**src/rtl/cache_coh_ctrl.sv**
```systemverilog
// Direct-mapped, single-word-per-line cache controller with MSI-style coherence.
// One CPU port, one bus request port, and a snoop/invalidate port.
module cache_coh_ctrl #(
    parameter int unsigned LINES = 8,
    parameter int unsigned DW    = 16
) (
    input  logic          clk,
    input  logic          rst,
    input  logic          cpu_rd,
    input  logic          cpu_wr,
    input  logic [10:0]   cpu_addr,
    input  logic [DW-1:0] cpu_wdata,
    output logic [DW-1:0] cpu_rdata,
    output logic          cpu_stall,
    output logic          read_miss,
    output logic          write_miss,
    output logic          invalidate,
    output logic [1:0]    block_state,
    output logic [10:0]   miss_addr,
    input  logic          grant,
    input  logic          datasel,
    input  logic [DW-1:0] fill_data,
    input  logic          fill_valid,
    output logic          wback_dmem,
    output logic [DW-1:0] wback_data,
    input  logic [10:0]   snoop_addr,
    input  logic          search,
    output logic          search_found,
    output logic [DW-1:0] snoop_data,
    input  logic          invalidate_tag
);

    localparam int unsigned IW = $clog2(LINES);
    localparam int unsigned TW = 11 - IW;

    localparam logic [1:0] LineM = 2'b00;
    localparam logic [1:0] LineS = 2'b01;
    localparam logic [1:0] LineI = 2'b10;

    localparam logic [2:0] StIdle   = 3'd0;
    localparam logic [2:0] StReqRd  = 3'd1;
    localparam logic [2:0] StFill   = 3'd2;
    localparam logic [2:0] StReqWr  = 3'd3;
    localparam logic [2:0] StReqUpg = 3'd4;

    logic [TW-1:0] tag_q  [LINES];
    logic [1:0]    st_q   [LINES];
    logic [DW-1:0] data_q [LINES];

    logic [2:0]    fsm_q, fsm_d;
    logic [10:0]   req_addr_q;
    logic          wback_q, wback_d;
    logic [DW-1:0] wback_data_q;

    logic [IW-1:0] cpu_idx, snp_idx, req_idx;
    logic [TW-1:0] cpu_tag, snp_tag, req_tag;
    logic          cpu_hit, snp_hit, fill_block, inv_hit, rd_req, idle_done;

    logic          loc_we;
    logic [IW-1:0] loc_idx;
    logic [TW-1:0] loc_tag;
    logic [1:0]    loc_st;
    logic [DW-1:0] loc_data;

    assign cpu_idx = cpu_addr[IW-1:0];
    assign cpu_tag = cpu_addr[10:IW];
    assign snp_idx = snoop_addr[IW-1:0];
    assign snp_tag = snoop_addr[10:IW];
    assign req_idx = req_addr_q[IW-1:0];
    assign req_tag = req_addr_q[10:IW];

    assign rd_req     = cpu_rd && !cpu_wr;
    assign cpu_hit    = (tag_q[cpu_idx] == cpu_tag) && (st_q[cpu_idx] != LineI);
    assign snp_hit    = (tag_q[snp_idx] == snp_tag) && (st_q[snp_idx] != LineI);
    // A line being refilled is invisible to snoops until the fill lands.
    assign fill_block = (fsm_q == StFill) && (snp_idx == req_idx);
    assign inv_hit    = invalidate_tag && snp_hit;

    // The only IDLE cases that complete without a bus transaction.
    assign idle_done = (cpu_wr && cpu_hit && st_q[cpu_idx] == LineM) ||
                       (rd_req && cpu_hit) || (!cpu_wr && !cpu_rd);

    always_comb begin
        fsm_d    = fsm_q;
        loc_we   = 1'b0;
        loc_idx  = req_idx;
        loc_tag  = req_tag;
        loc_st   = LineM;
        loc_data = cpu_wdata;
        wback_d  = 1'b0;
        case (fsm_q)
            StIdle: begin
                if (cpu_wr) begin
                    if (cpu_hit && st_q[cpu_idx] == LineM) begin
                        loc_we  = 1'b1;
                        loc_idx = cpu_idx;
                        loc_tag = cpu_tag;
                    end else if (cpu_hit) begin
                        fsm_d = StReqUpg;
                    end else begin
                        fsm_d = StReqWr;
                    end
                end else if (cpu_rd && !cpu_hit) begin
                    fsm_d = StReqRd;
                end
            end
            StReqRd: if (grant) fsm_d = StFill;
            StFill: begin
                if (fill_valid) begin
                    loc_we   = 1'b1;
                    loc_st   = LineS;
                    loc_data = fill_data;
                    fsm_d    = StIdle;
                end
            end
            StReqWr, StReqUpg: begin
                if (grant) begin
                    loc_we  = 1'b1;
                    wback_d = 1'b1;
                    fsm_d   = StIdle;
                end else if (fsm_q == StReqUpg && inv_hit && snp_idx == req_idx) begin
                    // Our shared copy was taken away: the upgrade becomes a full write miss.
                    fsm_d = StReqWr;
                end
            end
            default: fsm_d = StIdle;
        endcase
    end

    always_ff @(posedge clk) begin
        if (rst) begin
            fsm_q        <= StIdle;
            req_addr_q   <= '0;
            wback_q      <= 1'b0;
            wback_data_q <= '0;
            for (int i = 0; i < LINES; i++) begin
                tag_q[i]  <= '0;
                st_q[i]   <= LineI;
                data_q[i] <= '0;
            end
        end else begin
            fsm_q   <= fsm_d;
            wback_q <= wback_d;
            if (fsm_q == StIdle) req_addr_q <= cpu_addr;
            if (wback_d) wback_data_q <= cpu_wdata;
            if (inv_hit) begin
                st_q[snp_idx] <= LineI;
            end else if (search_found && st_q[snp_idx] == LineM) begin
                st_q[snp_idx] <= LineS;
            end
            // Issued after the snoop update so a local write to the same line wins.
            if (loc_we) begin
                tag_q[loc_idx]  <= loc_tag;
                st_q[loc_idx]   <= loc_st;
                data_q[loc_idx] <= loc_data;
            end
        end
    end

    assign search_found = search && snp_hit && !fill_block;
    assign snoop_data   = data_q[snp_idx];
    assign cpu_stall    = !((fsm_q == StIdle) && idle_done);
    assign cpu_rdata    = (fsm_q == StIdle && rd_req && cpu_hit) ? data_q[cpu_idx] : '0;
    assign read_miss    = (fsm_q == StReqRd);
    assign write_miss   = (fsm_q == StReqWr);
    assign invalidate   = (fsm_q == StReqUpg);
    assign miss_addr    = (fsm_q != StIdle) ? req_addr_q : '0;
    assign block_state  = (fsm_q != StIdle) ? st_q[req_idx] : st_q[cpu_idx];
    assign wback_dmem   = wback_q;
    assign wback_data   = wback_data_q;

    // Fill source selection happens on the bus side; the word arrives already muxed.
    logic unused_datasel;
    assign unused_datasel = datasel;

endmodule
```
**config.mk**
```make
export PLATFORM = sky130hd
export DESIGN_NAME = cache_coh_ctrl
export DESIGN_NICKNAME = d
export VERILOG_FILES = /design/src/rtl/cache_coh_ctrl.sv
export SDC_FILE = /design/constraint.sdc
export NUM_CORES = 1
export LEC_CHECK = 0
export BUFFER_PORTS_ARGS = -buffer_cell sky130_fd_sc_hd__buf_4
export CORE_MARGIN = 1.5
export CORE_UTILIZATION = 40
export DETAILED_ROUTE_END_ITERATION = 16
export SYNTH_ARGS = -nofsm -noshare
export SYNTH_HDL_FRONTEND = slang
export SYNTH_SLANG_ARGS = --single-unit
```
**constraint.sdc**
```tcl
create_clock -name clk -period 7 [get_ports clk]
set_input_delay 0.35 -clock clk [delete_from_list [all_inputs] [get_ports clk]]
set_output_delay 0.35 -clock clk [all_outputs]
set_load 0.01 [all_outputs]
```
==> flow_summary.json, run 1 <==
{
  "status": "finished clean",
  "drtPass1Iterations": 5,
  "synth.distinct_cells": 63,
  "cellPowerDensity_nw_per_um2": 264,
  "vias": 9511,
  "num_io_pins": 130,
  "post_route_cells_drive_above_1_share_pct": 25.3,
  "crit_type": "in -> reg",
  "cp.depth": 10,
  "clockBufferDepth": 3,
  "row_count": 65,
  "path_max_fanout": 42,
  "max_slew.worst_pin.slew_ns": 1.20,
  "cp_slowest_stage_delay_ns": 0.69,
  "cts.sinks": 242,
  "grt_pass1_wl_mm": 58.3,
  "clock-skew-final_ns": 0.0185,
  "fillCellCount": 2845,
  "yosysSeqAreaShare_pct": 53.3,
  "ir_drop_uv": 186,
  "power_leakage_nw": 5.48,
  "drc": 0,
  "finalNetCount": 1234,
  "postCtsHoldBufs": 0,
  "synth_most_common_cell": "nor2_1",
  "cts_buffers": 27,
  "pwr-share-clk_pct": 35.9,
  "dieArea_um2": 33200,
  "end_kind": "flip-flop",
  "syn_inst": 1068,
  "path_common_cell": "buf_4",
  "routabilityCongestion": 0.818,
  "post-place-ws_ns": 2.08,
  "slew_headroom_pct": 19.6,
  "core_region_area_um2": 31600,
  "grt_pass1_vias": 9261,
  "clk_pin_slew_ns": 0.06,
  "synth_area_um2": 12900,
  "ctsHtreeMaxLevel": 1,
  "cts_setup_buffers": 0,
  "final-max-slew-violation-count": 0,
  "syn-num-nets": 1131,
  "finalCriticalPeriod_ns": 4.42,
  "multi_input_area_um2": 5500,
  "path_buf_inv": 2,
  "cp.arrival_ns": 4.65,
  "dieHeight_um": 182,
  "cts_root_buffer": "clkbuf_16",
  "hpwl_mm": 24.2,
  "finalHoldViolCount": 0,
  "holdPathStages": 3,
  "seq_power_share_pct": 44.3,
  "synth-async-reset-ratio_pct": 0,
  "ys_seq_elements": 242,
  "vias_per_cell": 5.97,
  "holdWs_ns": 0.0521,
  "setup_viol": 0,
  "ant_nets": 0,
  "holdCritPathClass": "in -> reg",
  "die_w_um": 182,
  "cp.required_ns": 7.23,
  "numPortBuffers": 128,
  "yosys_warnings": 0,
  "combPwrFrac_pct": 19.8,
  "synthToLayoutAreaGrowth_pct": 16.4,
  "syn_avg_cell_area_um2": 12.0,
  "synth_top_area_share_pct": 46.7,
  "clock_latency_ns": 0.55,
  "intPower_mw": 2.80,
  "min_period_over_period_pct": 63.1,
  "start_util_pct": 40.7,
  "synth_edf_count": 200,
  "grt_overflow_total": 0,
  "seq_area_um2": 6850,
  "diodes": 0,
  "synthTopCellsByArea": "edfxtp_1 47%, mux4_2 11%, nor2_1 6.9%",
  "ys.flop_type": "edfxtp_1",
  "cts_resized": 0,
  "slowest_stage": "nand2b_1",
  "fin_total_pwr_mw": 3.95,
  "startpoint_type": "primary input",
  "cap_viol_max_count": 0,
  "p_sw_share_pct": 29.1,
  "cp_top_family": "simple AND/OR/NAND/NOR gates",
  "grt_max_degree": 61,
  "worst_slack_ns": 2.58,
  "final.setup.tns_ns": 0,
  "tritoncts": "yes",
  "routed_wl_mm": 39.6,
  "p_sw_mw": 1.15,
  "antenna_found_initial": 0,
  "drtIter0Drc": 947,
  "synth_common_cells": "236 x nor2_1, 200 x edfxtp_1, 74 x nand2_1, 66 x mux2i_1, 63 x mux4_2",
  "rsz0062_at_grt": "no",
  "rr_worst_depth": 9,
  "max_freq_ghz": 0.226,
  "yosys.area.top_type": "edfxtp_1",
  "track_usage_pct": 23.6,
  "wl_per_cell_um": 24.8,
  "crit_chain": "buf_4 -> mux4_2 -> mux2i_1 -> xor2_1 -> nand4_1 -> nor4_2 -> and4bb_1 -> a21oi_4 -> nand2b_1 -> buf_4",
  "final_core_util_pct": 47.4
}
-- worst reg2reg max path, stage by stage (launching register included) --
cell	delay, ns
edfxtp_1	0.40
mux4_2	0.48
mux2i_1	0.29
xor2_1	0.22
nand4_1	0.29
nor4_2	0.48
and4bb_1	0.56
a21oi_4	0.11
nand2b_1	0.69
buf_4	0.40
-- metal layers --
layer / part of all wire, % / global-route usage (%) / routed length (µm) / up-vias
met1: 41 / 32.6 / 16300 / 4781
met5: 0 / 0 / 0 / -
met2: 48 / 38.9 / 19000 / 470
met3: 7.9 / 3.65 / 3120 / 77
li1: - / - / - / 4183
met4: 2.6 / 6.55 / 1050 / 0
-- flip-flops by register name, summed over array words and instances, names as in the netlist, named ones only --
register	flops
data_q	128
tag_q	64
wback_dmem	1
wback_data	16
st_q	16
fsm_q	3
req_addr_q	11
-- final cells by class --
class	instances	share of cell area (%)
Multi-Input combinational cell	725	36.7
Timing Repair Buffer	156	7.83
Tap cell	402	3.36
Sequential cell	242	45.8
Clock buffer	33	4.67
Clock inverter	17	1.18
Inverter	19	0.477
-- power by group through the flow --
stage / logic, mW / registers (mW) / clock network [mW]
4_1_cts: 0.783 / 1.75 / 1.43
3_5_place_dp: 0.780 / 1.77 / 0
3_3_place_gp: 0.775 / 1.77 / 0
5_1_grt: 0.841 / 1.76 / 1.49
2_1_floorplan: 0.507 / 1.74 / 0
6_report: 0.781 / 1.75 / 1.42
-- stage by stage --
stage / std cells / cell area [µm²]
floorplan: 1068 / 12900
global placement: 1544 / 14100
detailed placement: 1544 / 14100
CTS: 1594 / 15000
global route: 1594 / 15000
finish: 1594 / 15000
-- cells by family (layout without fill, tap and decap cells) --
kind of cell	count (synthesis)	in the layout	share of synthesized area [%]
AND/OR/NAND/NOR	409	409	14.1
flip-flops	242	242	53.3
multiplexers	151	151	18.5
AO/OA/AOI/OAI	147	147	8.75
buffers and inverters	101	225	4.14
XOR/XNOR	18	18	1.23
-- layout by cell type (no fill, tap or decap), types with 14 or more instances in the layout --
cell,netlist,layout
nor2_1,236,235
edfxtp_1,200,200
buf_4,1,156
nand2_1,74,74
mux2i_1,66,66
mux4_2,63,63
a22oi_1,47,47
dfxtp_1,42,42
a21oi_1,36,36
clkbuf_16,0,27
nor2b_1,23,22
inv_1,19,19
xnor2_1,14,14
-- path summary, 6_finish.rpt --
| path | start | endpoint | slack (ns) |
|---|---|---|---|
| hold / removal | cpu_wdata[0] | wback_data[0] | 0.05 |
| hold reg to reg | wback_data[6] | wback_data[6] | 0.46 |
| setup reg to reg | tag_q[7][1] | data_q[0][8] | 2.77 |
| setup / recovery | cpu_addr[0] | data_q[0][8] | 2.58 |
Power figures use the tool's default switching activity.
==> run 2, diff against run 1 <==
==> constraint.sdc (replaced) <==
create_clock -name clk -period 4.5 [get_ports clk]
set_input_delay 0.225 -clock clk [delete_from_list [all_inputs] [get_ports clk]]
set_output_delay 0.225 -clock clk [all_outputs]
set_load 0.01 [all_outputs]
==> run 2 against run 1 <==
Clock-buffer cell count shrank 2. First-iteration DRC count shrank 6.9%. Cell count grew 2.5%. Core utilization grew 1.4 points. Sequential cell count is the same. Sequential power grew 55%.
==> flow_summary.json, run 2 (same netlist as run 1, synthesis figures left out) <==
{
  "cp.depth": 10,
  "holdPathStages": 4,
  "power_leakage_nw": 5.70,
  "top_regs": "data_q x128, tag_q x64",
  "ant_nets": 0,
  "startpoint_type": "flip-flop",
  "rr_worst_depth": 10,
  "final_core_util_pct": 48.8,
  "antenna_found_initial": 0,
  "dp_cells": 1560,
  "cts_buffers": 27,
  "drc": 0,
  "num_io_pins": 130,
  "end_kind": "flip-flop",
  "cts.sinks": 242,
  "dieArea_um2": 33200,
  "largest_register_ffs": 128,
  "numPortBuffers": 128,
  "die_w_um": 182,
  "post_route_cells_drive_above_1_share_pct": 25.8,
  "final-max-slew-violation-count": 0,
  "drtIter0Drc": 882,
  "finalCriticalPeriod_ns": 3.70,
  "start_util_pct": 40.7,
  "max_freq_ghz": 0.270,
  "hpwl_mm": 25.0,
  "status": "finished clean",
  "finalHoldViolCount": 0,
  "slowest_stage": "and4b_1",
  "crit_chain": "mux4_1 -> mux2_2 -> nor2b_4 -> a21oi_2 -> nand4b_2 -> nor4_2 -> and4b_1 -> a2bb2oi_4 -> nand2b_1 -> buf_4",
  "seq_area_um2": 6850,
  "rsz0062_at_grt": "no",
  "cp_slowest_stage_delay_ns": 0.59,
  "track_usage_pct": 23.8,
  "path_buf_inv": 1,
  "synthToLayoutAreaGrowth_pct": 19.9,
  "instances_no_fill": 1634,
  "cts_resized": 0,
  "holdWs_ns": 0.112,
  "fillCellCount": 2848,
  "core_region_area_um2": 31600,
  "row_count": 65,
  "clockBufferDepth": 3,
  "cts_setup_buffers": 0,
  "clock-skew-final_ns": 0.0166,
  "vias_per_cell": 5.84,
  "final.setup.tns_ns": 0,
  "multi_input_area_um2": 5500,
  "clock_latency_ns": 0.54,
  "tritoncts": "yes",
  "vias": 9542,
  "routed_wl_mm": 39.7,
  "path_max_fanout": 7,
  "finalNetCount": 1274,
  "holdCritPathClass": "in -> reg",
  "final_common_cell": "nor2_1",
  "max_slew.worst_pin.slew_ns": 1.12,
  "slew_headroom_pct": 25.0,
  "rrSetupSlack_ns": 0.80,
  "cp.required_ns": 4.73,
  "ctsHtreeMaxLevel": 1,
  "cts_root_buffer": "clkbuf_16",
  "ir_drop_uv": 311,
  "grt_pass1_vias": 9593,
  "drtPass1Iterations": 6,
  "cellPowerDensity_nw_per_um2": 410,
  "cap_viol_max_count": 0,
  "cp_top_family": "simple AND/OR/NAND/NOR gates",
  "setup_viol": 0,
  "grt_overflow_total": 0,
  "wl_per_cell_um": 24.3,
  "grt_pass1_wl_mm": 58.9,
  "dieHeight_um": 182,
  "fin_total_pwr_mw": 6.32,
  "final_cell_mix": "235 x nor2_1, 200 x edfxtp_1, 170 x buf_4",
  "min_period_over_period_pct": 82.2,
  "crit_type": "reg -> reg",
  "routabilityCongestion": 0.818,
  "top_register": "data_q",
  "postCtsHoldBufs": 24,
  "cp.arrival_ns": 3.93,
  "clk_pin_slew_ns": 0.06,
  "diodes": 0,
  "grt_max_degree": 61
}
[run 2: report_power, final]
group | switching, mW | internal (mW) | total [mW] | leakage [nW]
sequential | 0.128 | 2.59 | 2.72 | 2.41
combinational | 0.747 | 0.510 | 1.26 | 2.84
clock | 0.905 | 1.44 | 2.34 | 0.454
total | 1.78 | 4.54 | 6.32 | 5.70
[run 2: routing by layer]
layer  global-route usage (%)  share of wire (%)  wire, µm  up-vias
met1                     31.1                 40     16000     4697
li1                         -                  -         -     4261
met5                        0                  0         0        -
met2                     40.3                 49     19300      502
met4                     8.17                3.3      1320        0
met3                     3.67                7.6      3030       82
[run 2: tightest hold or removal path: cells and delay by family]
kind                   cells  cell delay [ns]
AO/OA/AOI/OAI              3             0.26
buffers and inverters      1             0.10
[run 2: path summary, 6_finish.rpt]
path	startpoint	end
min reg2reg	wback_data[10]	wback_data[10]
max	st_q[2][1]	data_q[7][1]
max reg2reg	st_q[2][1]	data_q[7][1]
min	cpu_rd	fsm_q[1]
[run 2: metrics by stage]
stage | setup WS, ns | area (µm²)
final | 0.802 | 15400
after global routing | 0.622 | 15400
after CTS | 0.804 | 15400
after detailed placement | 0.400 | 14200
after global placement | 0.452 | 14200
after floorplan | 1.07 | 12900
[run 2: final cells by class]
type / count / area share, %
sequential: 242 / 44.4
multi-input combinational: 725 / 35.7
clock buffer: 31 / 4.48
inverter: 19 / 0.463
timing repair buffer: 196 / 10.1
clock inverter: 19 / 1.58
tap: 402 / 3.26
